<file path="src/rtl/ifid_hazard_responder.sv">
// Consumer side of the hazard-detection interface: owns PC, IF/ID and the ID/EX
// control-bubble register, buffers redirects seen while frozen, keeps stall stats.
module ifid_hazard_responder #(
  parameter logic [31:0] RESET_PC  = 32'h0000_0000,
  parameter int unsigned CTRL_W    = 12,
  parameter int unsigned MAX_STALL = 8,
  parameter int unsigned CNT_W     = 16
) (
  input  logic              Clk,
  input  logic              Rst,
  input  logic              PCWrite,
  input  logic              IFID_Write,
  input  logic              IF_Flush,
  input  logic              stall_IDEX,
  input  logic              Jump,
  input  logic              BranchTaken,
  input  logic [31:0]       JumpTarget,
  input  logic [31:0]       BranchTarget,
  input  logic [31:0]       Instr_in,
  input  logic [CTRL_W-1:0] ID_Ctrl,
  output logic [31:0]       PC,
  output logic [31:0]       IFID_Instr,
  output logic [31:0]       IFID_PCPlus4,
  output logic              IFID_Valid,
  output logic [CTRL_W-1:0] IDEX_Ctrl,
  output logic              RedirectPending,
  output logic [CNT_W-1:0]  StallCount,
  output logic [CNT_W-1:0]  FlushCount,
  output logic              StallTimeout
);

  localparam int unsigned RUN_W = (MAX_STALL < 2) ? 1 : $clog2(MAX_STALL + 1);
  localparam logic [RUN_W-1:0] RUN_MAX = RUN_W'(MAX_STALL);

  logic [31:0]       r_pc;
  logic [31:0]       r_ifid_instr;
  logic [31:0]       r_ifid_pcp4;
  logic              r_ifid_valid;
  logic [CTRL_W-1:0] r_idex_ctrl;
  logic              r_redir_pend;
  logic [31:0]       r_redir_tgt;
  logic [CNT_W-1:0]  r_stall_cnt;
  logic [CNT_W-1:0]  r_flush_cnt;
  logic [RUN_W-1:0]  r_run;
  logic              r_timeout;

  logic              w_req;
  logic [31:0]       w_req_tgt;
  logic [31:0]       w_pc_plus4;
  logic [RUN_W-1:0]  w_run_inc;

  assign w_req      = Jump | BranchTaken;
  assign w_req_tgt  = Jump ? JumpTarget : BranchTarget;
  assign w_pc_plus4 = r_pc + 32'd4;
  assign w_run_inc  = r_run + 1'b1;

  // PC and the redirect buffer: a live request always wins over a buffered one
  always_ff @(posedge Clk or negedge Rst) begin
    if (!Rst) begin
      r_pc         <= RESET_PC;
      r_redir_pend <= 1'b0;
      r_redir_tgt  <= '0;
    end else if (PCWrite) begin
      r_redir_pend <= 1'b0;
      if (w_req)             r_pc <= w_req_tgt;
      else if (r_redir_pend) r_pc <= r_redir_tgt;
      else                   r_pc <= w_pc_plus4;
    end else if (w_req) begin
      r_redir_pend <= 1'b1;
      r_redir_tgt  <= w_req_tgt;
    end
  end

  always_ff @(posedge Clk or negedge Rst) begin
    if (!Rst) begin
      r_ifid_instr <= '0;
      r_ifid_pcp4  <= '0;
      r_ifid_valid <= 1'b0;
    end else if (IF_Flush) begin
      r_ifid_instr <= '0;
      r_ifid_pcp4  <= '0;
      r_ifid_valid <= 1'b0;
    end else if (IFID_Write) begin
      r_ifid_instr <= Instr_in;
      r_ifid_pcp4  <= w_pc_plus4;
      r_ifid_valid <= 1'b1;
    end
  end

  always_ff @(posedge Clk or negedge Rst) begin
    if (!Rst)                            r_idex_ctrl <= '0;
    else if (stall_IDEX || !r_ifid_valid) r_idex_ctrl <= '0;
    else                                  r_idex_ctrl <= ID_Ctrl;
  end

  // Statistics saturate; the run counter saturates at MAX_STALL so it cannot wrap
  always_ff @(posedge Clk or negedge Rst) begin
    if (!Rst) begin
      r_stall_cnt <= '0;
      r_flush_cnt <= '0;
      r_run       <= '0;
      r_timeout   <= 1'b0;
    end else begin
      if (!PCWrite && (r_stall_cnt != '1)) r_stall_cnt <= r_stall_cnt + 1'b1;
      if (IF_Flush && (r_flush_cnt != '1)) r_flush_cnt <= r_flush_cnt + 1'b1;
      if (PCWrite) begin
        r_run <= '0;
      end else if (r_run != RUN_MAX) begin
        r_run <= w_run_inc;
        if (w_run_inc == RUN_MAX) r_timeout <= 1'b1;
      end
    end
  end

  assign PC              = r_pc;
  assign IFID_Instr      = r_ifid_instr;
  assign IFID_PCPlus4    = r_ifid_pcp4;
  assign IFID_Valid      = r_ifid_valid;
  assign IDEX_Ctrl       = r_idex_ctrl;
  assign RedirectPending = r_redir_pend;
  assign StallCount      = r_stall_cnt;
  assign FlushCount      = r_flush_cnt;
  assign StallTimeout    = r_timeout;

endmodule

</file>
<file path="config.mk">
export PLATFORM = sky130hd
export DESIGN_NAME = ifid_hazard_responder
export DESIGN_NICKNAME = d
export VERILOG_FILES = /design/src/rtl/ifid_hazard_responder.sv
export SDC_FILE = /design/constraint.sdc
export NUM_CORES = 1
export LEC_CHECK = 0
export ABC_AREA = 0
export BUFFER_PORTS_ARGS = -buffer_cell sky130_fd_sc_hd__buf_4
export CAP_MARGIN = 20
export CORE_MARGIN = 10
export CORE_UTILIZATION = 47
export CTS_CLUSTER_SIZE = 8
export DETAILED_ROUTE_END_ITERATION = 12
export GPL_ROUTABILITY_DRIVEN = 0
export PLACE_DENSITY_LB_ADDON = 0.25
export SLEW_MARGIN = 5
export SYNTH_ARGS = -nofsm -noshare
export SYNTH_HDL_FRONTEND = slang
export SYNTH_SLANG_ARGS = --single-unit
</file>
<file path="constraint.sdc">
create_clock -name Clk -period 2 [get_ports Clk]
set_input_delay 0.3 -clock Clk [delete_from_list [all_inputs] [get_ports Clk]]
set_output_delay 0.3 -clock Clk [all_outputs]
set_load 0.1 [all_outputs]
</file>
# After elaboration in Yosys (flattened, before gate mapping)
# Index checks and enable logic that the tools add are counted.
# Widths: inputs -> output; s select.
# word_totals
inputBits	116
regBits	179
out_inout_bits	143
# classes
addsub	4
n_reduce_logical	10
bitwise_logic	2
eq_ne	4
muxes	14
# op_table
op	count
$mux 32	7
$add 16x1->16 const B	2
$add 32x3->32 const B	1
$ne 16x16->1 const B	2
$mux 12	1
$mux 4	2
$reduce_bool 2->1	3
$add 4x1->4 const B	1
$eq 4x4->1 const B	1
$mux 1	4
$ne 4x4->1 const B	1
$reduce_and 3->1	1
$logic_and 1x1->1	2
$logic_not 1->1	2
$reduce_and 2->1	1
$logic_or 1x1->1	1
$not 1->1	1
$or 1x1->1	1

# Longest topological paths before layout
# Gate-level depths: netlist of run 1.
# depth
word_depth	3
ltp_mapped	7
mapped_depth_nobuf	6

# Least setup slack after synthesis of run 1
# OpenSTA, ideal clock, no wires.
# synth_path
kind	register to register
start	register r_pc[11] (netlist: PC[11])
end	register r_pc[26] (netlist: PC[26])
stages_incl_launch_ff	7
n_path_buf	1
arrival_time_ps	2735
slack_ps	-818
setup_time_ps	83
path_cell_list	dfrtp_1 nand3_2 or3_1 buf_6 or4_4 mux2_4 o22ai_1
# synth_between
elab_chain_len	3
# synth_rtl
item	line	text
start: declaration	35	logic [31:0] r_pc;
start signal: assignment	65	if (w_req) r_pc <= w_req_tgt;
start signal: assignment	66	else if (r_redir_pend) r_pc <= r_redir_tgt;
start signal: assignment	67	else r_pc <= w_pc_plus4;
$add 32x3->32	54	assign w_pc_plus4 = r_pc + 32'd4;
$mux 32	66	
$mux 32	65	
# No other way between the ends.
# A chain may end at the register's enable or synchronous reset.

# Worst setup path in the final report of run 1
# layout_path
start	register r_pc[13] (netlist: PC[13])
end	register r_pc[26] (netlist: PC[26])
# Same word-level chain as after synthesis.

==> impl_metrics.tcl, run 1 <==
set metrics [dict create \
    finalSetupViolations 0 \
    vias 7979 \
    drt_iter0_drc 737 \
    nets 1295 \
    fmax_mhz 512.6 \
    tns_ps 0 \
    grt_max_degree 58 \
    antenna_left 0 \
    skew_ps 10.02 \
    period_share_pct 97.54 \
    arrival_ps 2300 \
    numCtsBuffers 17 \
    dpl.cell_count 1385 \
    max_slew_margin_pct 58.27 \
    cp_data_required_time_ps 2350 \
    dieArea_sq_um 24720 \
    outcome "completed" \
    critPathLaunchType "flip-flop" \
    die_h_um 157.2 \
    gr-total-overflow 0 \
    clock_sinks 179 \
    wl_per_cell_um 19.67 \
    num_io_pins 259 \
    ys_seq_elements 179 \
    stdcell_area_sq_um 12320 \
    yosys.area.top_type "dfrtp_1" \
    routed_wl_um 27930 \
    syn_area_sq_um 8848 \
    grt_pass1_wl_um 43010 \
    rsz0062_at_grt "yes" \
    yosys-top-cells-area "dfrtp_1 (51%), mux2i_1 (7.2%), nor2_1 (5.1%), xnor2_1 (3.6%), o21ai_0 (3.1%)" \
    rows 50 \
    synthAdderAreaFrac_pct 0.8484 \
    syn_to_final_growth_pct 39.21 \
    firstDrtPassIters 8 \
    final.min_clock_period_ps 1951 \
    hold_ws_ps 74.46 \
    via_per_inst 5.619 \
    yosys.area.top_type_share_pct 50.62 \
    die_w_um 157.2 \
    syn-num-nets 1018 \
    synthSimpleGateAreaFrac_pct 16.22 \
    ir_worst_vdd_uv 1471 \
    yosysWarnings 0 \
    worstMarginPinSlew_ps 624.7 \
    h-tree-depth 4 \
    clk_pin_slew_ps 70 \
    grt_pass1_vias 7721 \
    clockBufferDepth 2 \
    placed_area_sq_um 11650 \
    ys.flop_type "dfrtp_1" \
    critPathKind "reg2reg" \
    antennaDiodeCount 0 \
    syn_inst 896 \
    hold_violations 0 \
    synth_top_family_by_area "simple AND/OR/NAND/NOR gates" \
    worst_setup_path_end_kind "flip-flop" \
    drive_gt1_share_pct 37.69 \
    synth_compound_area_share_pct 14.80 \
    cts_tree "done" \
    maxCapViolCount 0 \
    p_leak_nw 5.769 \
    clock_latency_ps 430 \
    synth_common_cells "dfrtp_1 (179), nor2_1 (121), nand2_1 (69)" \
    synth_most_common_cell "dfrtp_1" \
    syn_area_per_cell_sq_um 9.876 \
    min_path_type "in2reg" \
    core_area_sq_um 18640 \
    ys_async_sr_fraction_pct 100.0 \
    synthMuxAreaShare_pct 8.300 \
    power-per-cell-area_nw_per_um2 1017 \
    ys_seq_area_share_pct 50.62 \
    finalMaxSlewViolations 0 \
    root_buffer "clkbuf_16" \
    cp_max_fo 4 \
    route.detailed.drc 0 \
    dp_hpwl_um 21250 \
    fin_cells 1420 \
    antenna_found_initial 0 \
    io_buffer_count 258 \
    grt_use_total_pct 21.98 \
    synth_xor_area_share_pct 5.642 \
    initial_core_util_pct 47.46 \
    synth_edf_count 0 \
    synth_cell_types 58 \
]
==> what timing repair did <==
action,4_1_cts,5_1_grt
endpoints found under the hold margin,60,0
pin swaps,0,2
setup buffers,1,1
gates resized for setup,0,14
setup endpoints to repair,1,22
hold buffers,1,0
==> placed cells by master, fill, tap and decap left out, drive strengths merged, types with 5 or more instances in the layout <==
master / netlist / routed
dfrtp: 179 / 179
nand2b: 6 / 6
a22oi: 8 / 8
a221o: 6 / 6
xor2: 21 / 21
nor2: 121 / 121
nor4: 10 / 10
mux2: 8 / 8
nor3: 25 / 25
and3: 7 / 7
buf: 12 / 316
nand2: 69 / 69
o31a: 7 / 7
mux2i: 64 / 64
a31oi: 8 / 8
and2: 13 / 13
inv: 23 / 31
o22ai: 7 / 7
nand3: 24 / 24
nand4: 16 / 16
a211oi: 30 / 30
nor2b: 6 / 6
xnor2: 36 / 36
o2bb2ai: 5 / 5
a21oi: 17 / 17
a221oi: 14 / 14
o21ai: 56 / 56
clkbuf: 47 / 18
ha: 6 / 6
==> report_power, final <==
part           total (mW)  switching (mW)  leakage [nW]  internal, mW
clock network        3.28            1.59         0.277          1.69
registers            4.61           0.486          2.21          4.12
logic                4.64            3.44          3.29          1.21
total                12.5            5.51          5.77          7.02
==> logic make-up after synthesis <==
logic type,count (synthesis)
simple gates,310
compound gates,190
flops,179
buf+inv,82
mux,72
xor+xnor,57
fa+ha+maj,6
==> sequential cells by signal, summed over array words and instances, names as in the netlist <==
name / flops
r_run: 4
IFID_PCPlus4: 32
StallCount: 16
r_redir_tgt: 32
IFID_Valid: 1
PC: 32
StallTimeout: 1
FlushCount: 16
IDEX_Ctrl: 12
RedirectPending: 1
IFID_Instr: 32
==> per-stage QoR <==
stage / setup WS, ps / power [mW] / util, %
after detailed placement: -22.05 / 9.293 / 62.50
after global placement: 53.37 / 9.213 / 62.50
after global routing: -2.737 / 13.04 / 66.07
final: 49.17 / 12.53 / 66.07
after floorplan: -287.5 / 7.971 / -
after CTS: 3.112 / 12.58 / 65.68
==> path summary, 6_finish.rpt <==
check                                 from               to  slack, ps  cells past startpoint
max                                 PC[13]           PC[26]         50                      5
min                             ID_Ctrl[3]     IDEX_Ctrl[3]         70                      2
max reg2reg                         PC[13]           PC[26]         50                      5
min reg2reg                r_redir_tgt[27]  r_redir_tgt[27]        480                      2
max in group asynchronous              Rst           PC[20]       1130                      3
min in group asynchronous              Rst    StallCount[1]        260                      2
==> cell type report <==
type,count,area (sq um)
Fill cell,1512,6325
Sequential cell,179,4628
Multi-Input combinational cell,635,4260
Timing Repair Buffer,317,2474
Clock buffer,18,439.2
Tap cell,234,292.8
Clock inverter,14,137.6
Inverter,23,86.33
==> critical path, cell delays in order, from the launching register on <==
cell and delay (ps):
dfrtp_4 430, nand3_4 90, or3_4 370, or4_4 540, mux2_4 320, o22ai_2 110
==> layer usage <==
layer  up-vias  global-route usage (%)  wire (um)  share of wire (%)
li1       3755                       -          -                  -
met1      3811                   29.43      12070                 43
met2       366                   33.96      12810                 46
met3        47                   6.141       2517                9.0
met4         0                   6.634        527                1.9
met5         -                       0          0                  0
Power figures use the tool's default switching activity.
==> run 2: changes to the inputs <==
--- a/config.mk
+++ b/config.mk
@@ -10,2 +10,3 @@
 export CAP_MARGIN = 20
+export CORE_ASPECT_RATIO = 1.5
 export CORE_MARGIN = 10
@@ -15,3 +16,3 @@
 export GPL_ROUTABILITY_DRIVEN = 0
-export PLACE_DENSITY_LB_ADDON = 0.25
+export PLACE_DENSITY = 0.83
 export SLEW_MARGIN = 5
--- a/constraint.sdc
+++ b/constraint.sdc
@@ -3,2 +3,2 @@
 set_output_delay 0.3 -clock Clk [all_outputs]
-set_load 0.1 [all_outputs]
+set_load 0.01 [all_outputs]
==> impl_metrics.tcl, run 2 (synthesis gave the netlist of run 1 again) <==
set metrics [dict create \
    clock_latency_ps 420 \
    r2r_slack_ps 60 \
    timing.rr.end "PC[26]" \
    clock_sinks 179 \
    initial_core_util_pct 47.71 \
    placed_area_sq_um 11590 \
    worstMarginPinSlew_ps 634.9 \
    antenna_left 0 \
    r2r-start "PC[13]" \
    routed_wl_um 28090 \
    fmax_mhz 516.7 \
    wl_per_cell_um 19.24 \
    final_common_cell "buf_4" \
    holdPathStages 2 \
    internal_power_mw 7.413 \
    power-per-cell-area_nw_per_um2 853.3 \
    root_buffer "clkbuf_16" \
    vias 8161 \
    firstDrtPassIters 6 \
    cp_slowest_cell "or4_4" \
    worst_setup_path_end_kind "flip-flop" \
    gr-total-overflow 0 \
    finalMaxSlewViolations 0 \
    drive_gt1_share_pct 33.86 \
    critPathLaunchType "flip-flop" \
    timing.final.ws_setup_ps 64.46 \
    die_w_um 132.0 \
    p_leak_nw 5.900 \
    syn_to_final_growth_pct 38.58 \
    skew_ps 9.188 \
    rr_worst_depth 5 \
    grt_pass1_wl_um 44150 \
    dp_hpwl_um 21730 \
    outcome "completed" \
    die_h_um 188.0 \
    via_per_inst 5.590 \
    antennaDiodeCount 0 \
    hold_violations 0 \
    hold_ws_ps 88.66 \
    max_slew_margin_pct 57.58 \
    rows 61 \
    drt_iter0_drc 710 \
    grt_use_total_pct 22.02 \
    min-delay-start "ID_Ctrl[9]" \
    cp_cell_sequence "nand3_2 > or3_4 > or4_4 > mux2_4 > o22ai_1" \
    io_buffer_count 258 \
    dieArea_sq_um 24830 \
    combPwrFrac_pct 24.3 \
    grt_max_degree 47 \
    final_cell_mix "buf_4 (331), dfrtp_1 (168), nor2_1 (121), nand2_1 (69), mux2i_1 (64)" \
    nets 1317 \
    pwr-share-seq_pct 42.0 \
    maxCapViolCount 0 \
    cts_tree "done" \
    clk_pin_slew_ps 60 \
    critPathMaxStageDelay_ps 560 \
    cp_data_required_time_ps 2330 \
    hold_end "IDEX_Ctrl[9]" \
    num_io_pins 259 \
    period_share_pct 96.78 \
    final.min_clock_period_ps 1936 \
    cp_max_fo 4 \
    swShare_pct 29.16 \
    switchingPower_mw 3.051 \
    numCtsBuffers 17 \
    arrival_ps 2270 \
    antenna_found_initial 0 \
    core_area_sq_um 18550 \
    dpl_worst_slack_ps 66.25 \
    min_path_type "in2reg" \
    stdcell_area_sq_um 12260 \
    h-tree-depth 4 \
    clockBufferDepth 2 \
    clkPwrFrac_pct 33.7 \
    ir_worst_vdd_uv 780.9 \
    critPathKind "reg2reg" \
    finalSetupViolations 0 \
    route.detailed.drc 0 \
    grt_pass1_vias 8317 \
    rsz0062_at_grt "no" \
]
run 2: cell types whose count changed in the layout (fill, tap and decap cells not counted), sizes merged:
| cell | change |
|---|---|
| buf | +22 |
| inv | -7 |
| bufinv | +4 |
| clkbuf | +1 |
| clkinv | +1 |
| clkinvlp | +1 |
run 2: metrics by stage:
| stage | utilization, % | cells | total power, mW | setup TNS [ps] |
|---|---|---|---|---|
| floorplan | - | 896 | 5.559 | -36.47 |
| global placement | 62.48 | 1426 | 6.898 | 0 |
| detailed placement | 62.48 | 1426 | 6.985 | 0 |
| CTS | 65.90 | 1459 | 10.52 | 0 |
| global route | 66.11 | 1460 | 10.93 | 0 |
| finish | 66.11 | 1460 | 10.46 | 0 |
run 2: power by group through the flow:
| stage | logic, mW | registers [mW] | clock network, mW |
|---|---|---|---|
| 6_report | 2.54 | 4.40 | 3.52 |
| 5_1_grt | 2.77 | 4.45 | 3.71 |
| 4_1_cts | 2.55 | 4.39 | 3.58 |
| 3_5_place_dp | 2.53 | 4.45 | 0 |
| 3_3_place_gp | 2.47 | 4.42 | 0 |
| 2_1_floorplan | 0.955 | 4.60 | 0 |
run 2: final cells by class:
class                   count  area, sq um
clock buffers              19        442.9
repair buffers            339         2626
flip-flops and latches    179         4493
multi-input cells         635         4115
clock inverters            13        182.7
inverters                  23        86.33
fillers                  1500         6285
well taps                 252        315.3
run 2: routing by layer:
| layer | up-vias | GRT usage (%) | wire (um) |
|---|---|---|---|
| li1 | 3791 | - | - |
| met1 | 3928 | 24.44 | 10540 |
| met2 | 367 | 38.07 | 14340 |
| met3 | 75 | 5.859 | 1925 |
| met4 | 0 | 10.82 | 1284 |
| met5 | - | 0 | 0 |
run 2: worst max-delay path by stage:
| stage | end | from | slack, ps |
|---|---|---|---|
| final | PC[26] | PC[13] | 60 |
| after CTS | StallCount[5] | StallCount[1] | 60 |
| after global routing | PC[26] | PC[14] | 0.6 |
| after floorplan | PC[26] | PC[13] | -40 |
| after detailed placement | StallCount[5] | StallCount[1] | 70 |
| after global placement | PC[26] | PC[13] | 110 |
run 2: critical path: cells and delay by family, from the launching register on:
kind	cells	cell delay, ps
flops	1	370
simple gates	3	1050
mux	1	310
compound gates	1	120
run 2: timing repair:
action                                 CTS  global route
endpoints found under the hold margin   36             0
setup endpoints to repair                0            15
setup buffers                            0             1
hold buffers                             1             0
resized for setup                        0             9
==> run 3: changes to the inputs <==
RECOVER_POWER = 25   (was not set)
==> impl_metrics.tcl, run 3 (synthesis gave the netlist of run 1 again) <==
set metrics [dict create \
    nets 1317 \
    ir_worst_vdd_uv 789.8 \
    grt_util_met2_pct 38.07 \
    route.detailed.drc 0 \
    arrival_ps 2270 \
    met3_usage_pct 5.859 \
    fmax_mhz 517.4 \
    dp_hpwl_um 21730 \
    num_io_pins 259 \
    grt_use_total_pct 22.02 \
    firstDrtPassIters 5 \
    dieArea_sq_um 24830 \
    final_common_cell "buf_4" \
    wl_per_cell_um 19.31 \
    clock_sinks 179 \
    finalMaxSlewViolations 0 \
    multiInputGateArea_sq_um 4115 \
    rows 61 \
    met1_usage_pct 24.44 \
    dpl.cell_count 1426 \
    skew_ps 9.292 \
    period_share_pct 96.64 \
    final_cell_mix "buf_4 (330), dfrtp_1 (168), nor2_1 (121), nand2_1 (69), mux2i_1 (64)" \
    fin_cells 1460 \
    grt_pass1_wl_um 44150 \
    syn_to_final_growth_pct 38.00 \
    top_usage_layer "met2" \
    cp_max_fo 4 \
    tns_ps 0 \
    r2r-start "PC[13]" \
    antenna_found_initial 0 \
    drt_iter0_drc 758 \
    critPathKind "reg2reg" \
    min_path_type "in2reg" \
    maxCapViolCount 0 \
    outcome "completed" \
    gr-total-overflow 0 \
    antennaDiodeCount 0 \
    drive_gt1_share_pct 33.86 \
    fillers 1506 \
    die_w_um 132.0 \
    max_slew_margin_pct 25.42 \
    hold_violations 0 \
    grt_max_degree 47 \
    rsz0062_at_grt "no" \
    cp_data_required_time_ps 2340 \
    clockBufferDepth 2 \
    die_h_um 188.0 \
    cts_tree "done" \
    rr_worst_depth 5 \
    final.min_clock_period_ps 1933 \
    p_leak_nw 5.882 \
    routed_wl_um 28190 \
    seq_area_sq_um 4493 \
    h-tree-depth 4 \
    cp-endpoint "PC[26]" \
    power-per-cell-area_nw_per_um2 857.0 \
    finalSetupViolations 0 \
    io_buffer_count 258 \
    clock_latency_ps 430 \
    crit_start "PC[13]" \
    antenna_left 0 \
    critPathLaunchType "flip-flop" \
    hold_ws_ps 86.94 \
    worst_setup_path_end_kind "flip-flop" \
    grt_pass1_vias 8317 \
    clk_pin_slew_ps 60 \
    r2r_slack_ps 70 \
    root_buffer "clkbuf_16" \
    worstMarginPinSlew_ps 1119 \
    core_area_sq_um 18550 \
    holdPathStages 2 \
    vias 8209 \
    initial_core_util_pct 47.71 \
    timing.rr.end "PC[26]" \
    numCtsBuffers 17 \
    via_per_inst 5.623 \
]
==> run 3: changes by cell type in the layout (fill, tap and decap cells not counted), sizes merged <==
| cell | change |
|---|---|
| clkbuf | +5 |
| buf | -5 |
==> run 3: how the worst min path moves through the flow <==
stage | from | endpoint | slack [ps]
3_3_place_gp | Rst | r_run[0] | 250
4_1_cts | ID_Ctrl[9] | IDEX_Ctrl[9] | 60
6_report | ID_Ctrl[9] | IDEX_Ctrl[9] | 90
3_5_place_dp | Rst | r_run[0] | 250
2_1_floorplan | Rst | FlushCount[0] | 4
5_1_grt | ID_Ctrl[7] | IDEX_Ctrl[7] | 70
==> run 3: report_power, final <==
| part | leakage (nW) | switching (mW) | internal [mW] |
|---|---|---|---|
| Sequential | 2.26 | 0.357 | 4.04 |
| Combinational | 3.33 | 1.30 | 1.24 |
| Clock | 0.295 | 1.41 | 2.12 |
| Total | 5.88 | 3.06 | 7.40 |
==> run 3: repair_timing <==
action / in CTS / in global routing
hold endpoints to repair: 36 / 0
hold buffers: 1 / 0
resized for setup: 0 / 9
buffers inserted: 0 / 1
setup endpoints to repair: 0 / 15
==> run 3: metrics by stage <==
| step | total power, mW | setup slack, ps | instance area [sq um] | utilization, % |
|---|---|---|---|---|
| detailed placement | 6.985 | 66.25 | 11590 | 62.48 |
| floorplan | 5.559 | -36.47 | 8902 | - |
| finish | 10.46 | 67.12 | 12210 | 65.84 |
| global route | 10.92 | 0.6122 | 12210 | 65.84 |
| global placement | 6.898 | 114.5 | 11590 | 62.48 |
| CTS | 10.52 | 58.87 | 12220 | 65.90 |
==> run 3: critical path: stages (launching register included) <==
cell	delay, ps
dfrtp_2	370
nand3_2	110
or3_4	380
or4_4	560
mux2_4	310
o22ai_1	120
==> run 3: final cells by class <==
class | instances | share of cell area (%)
Clock buffer | 19 | 3.627
Clock inverter | 13 | 1.496
Inverter | 23 | 0.7070
Multi-Input combinational cell | 635 | 33.70
Sequential cell | 179 | 36.80
Tap cell | 252 | 2.582
Timing Repair Buffer | 339 | 21.09
==> run 3: metal layers <==
metal / wire length (um) / vias up
li1: - / 3789
met1: 10570 / 3956
met2: 14290 / 388
met3: 2008 / 76
met4: 1323 / 0
met5: 0 / -
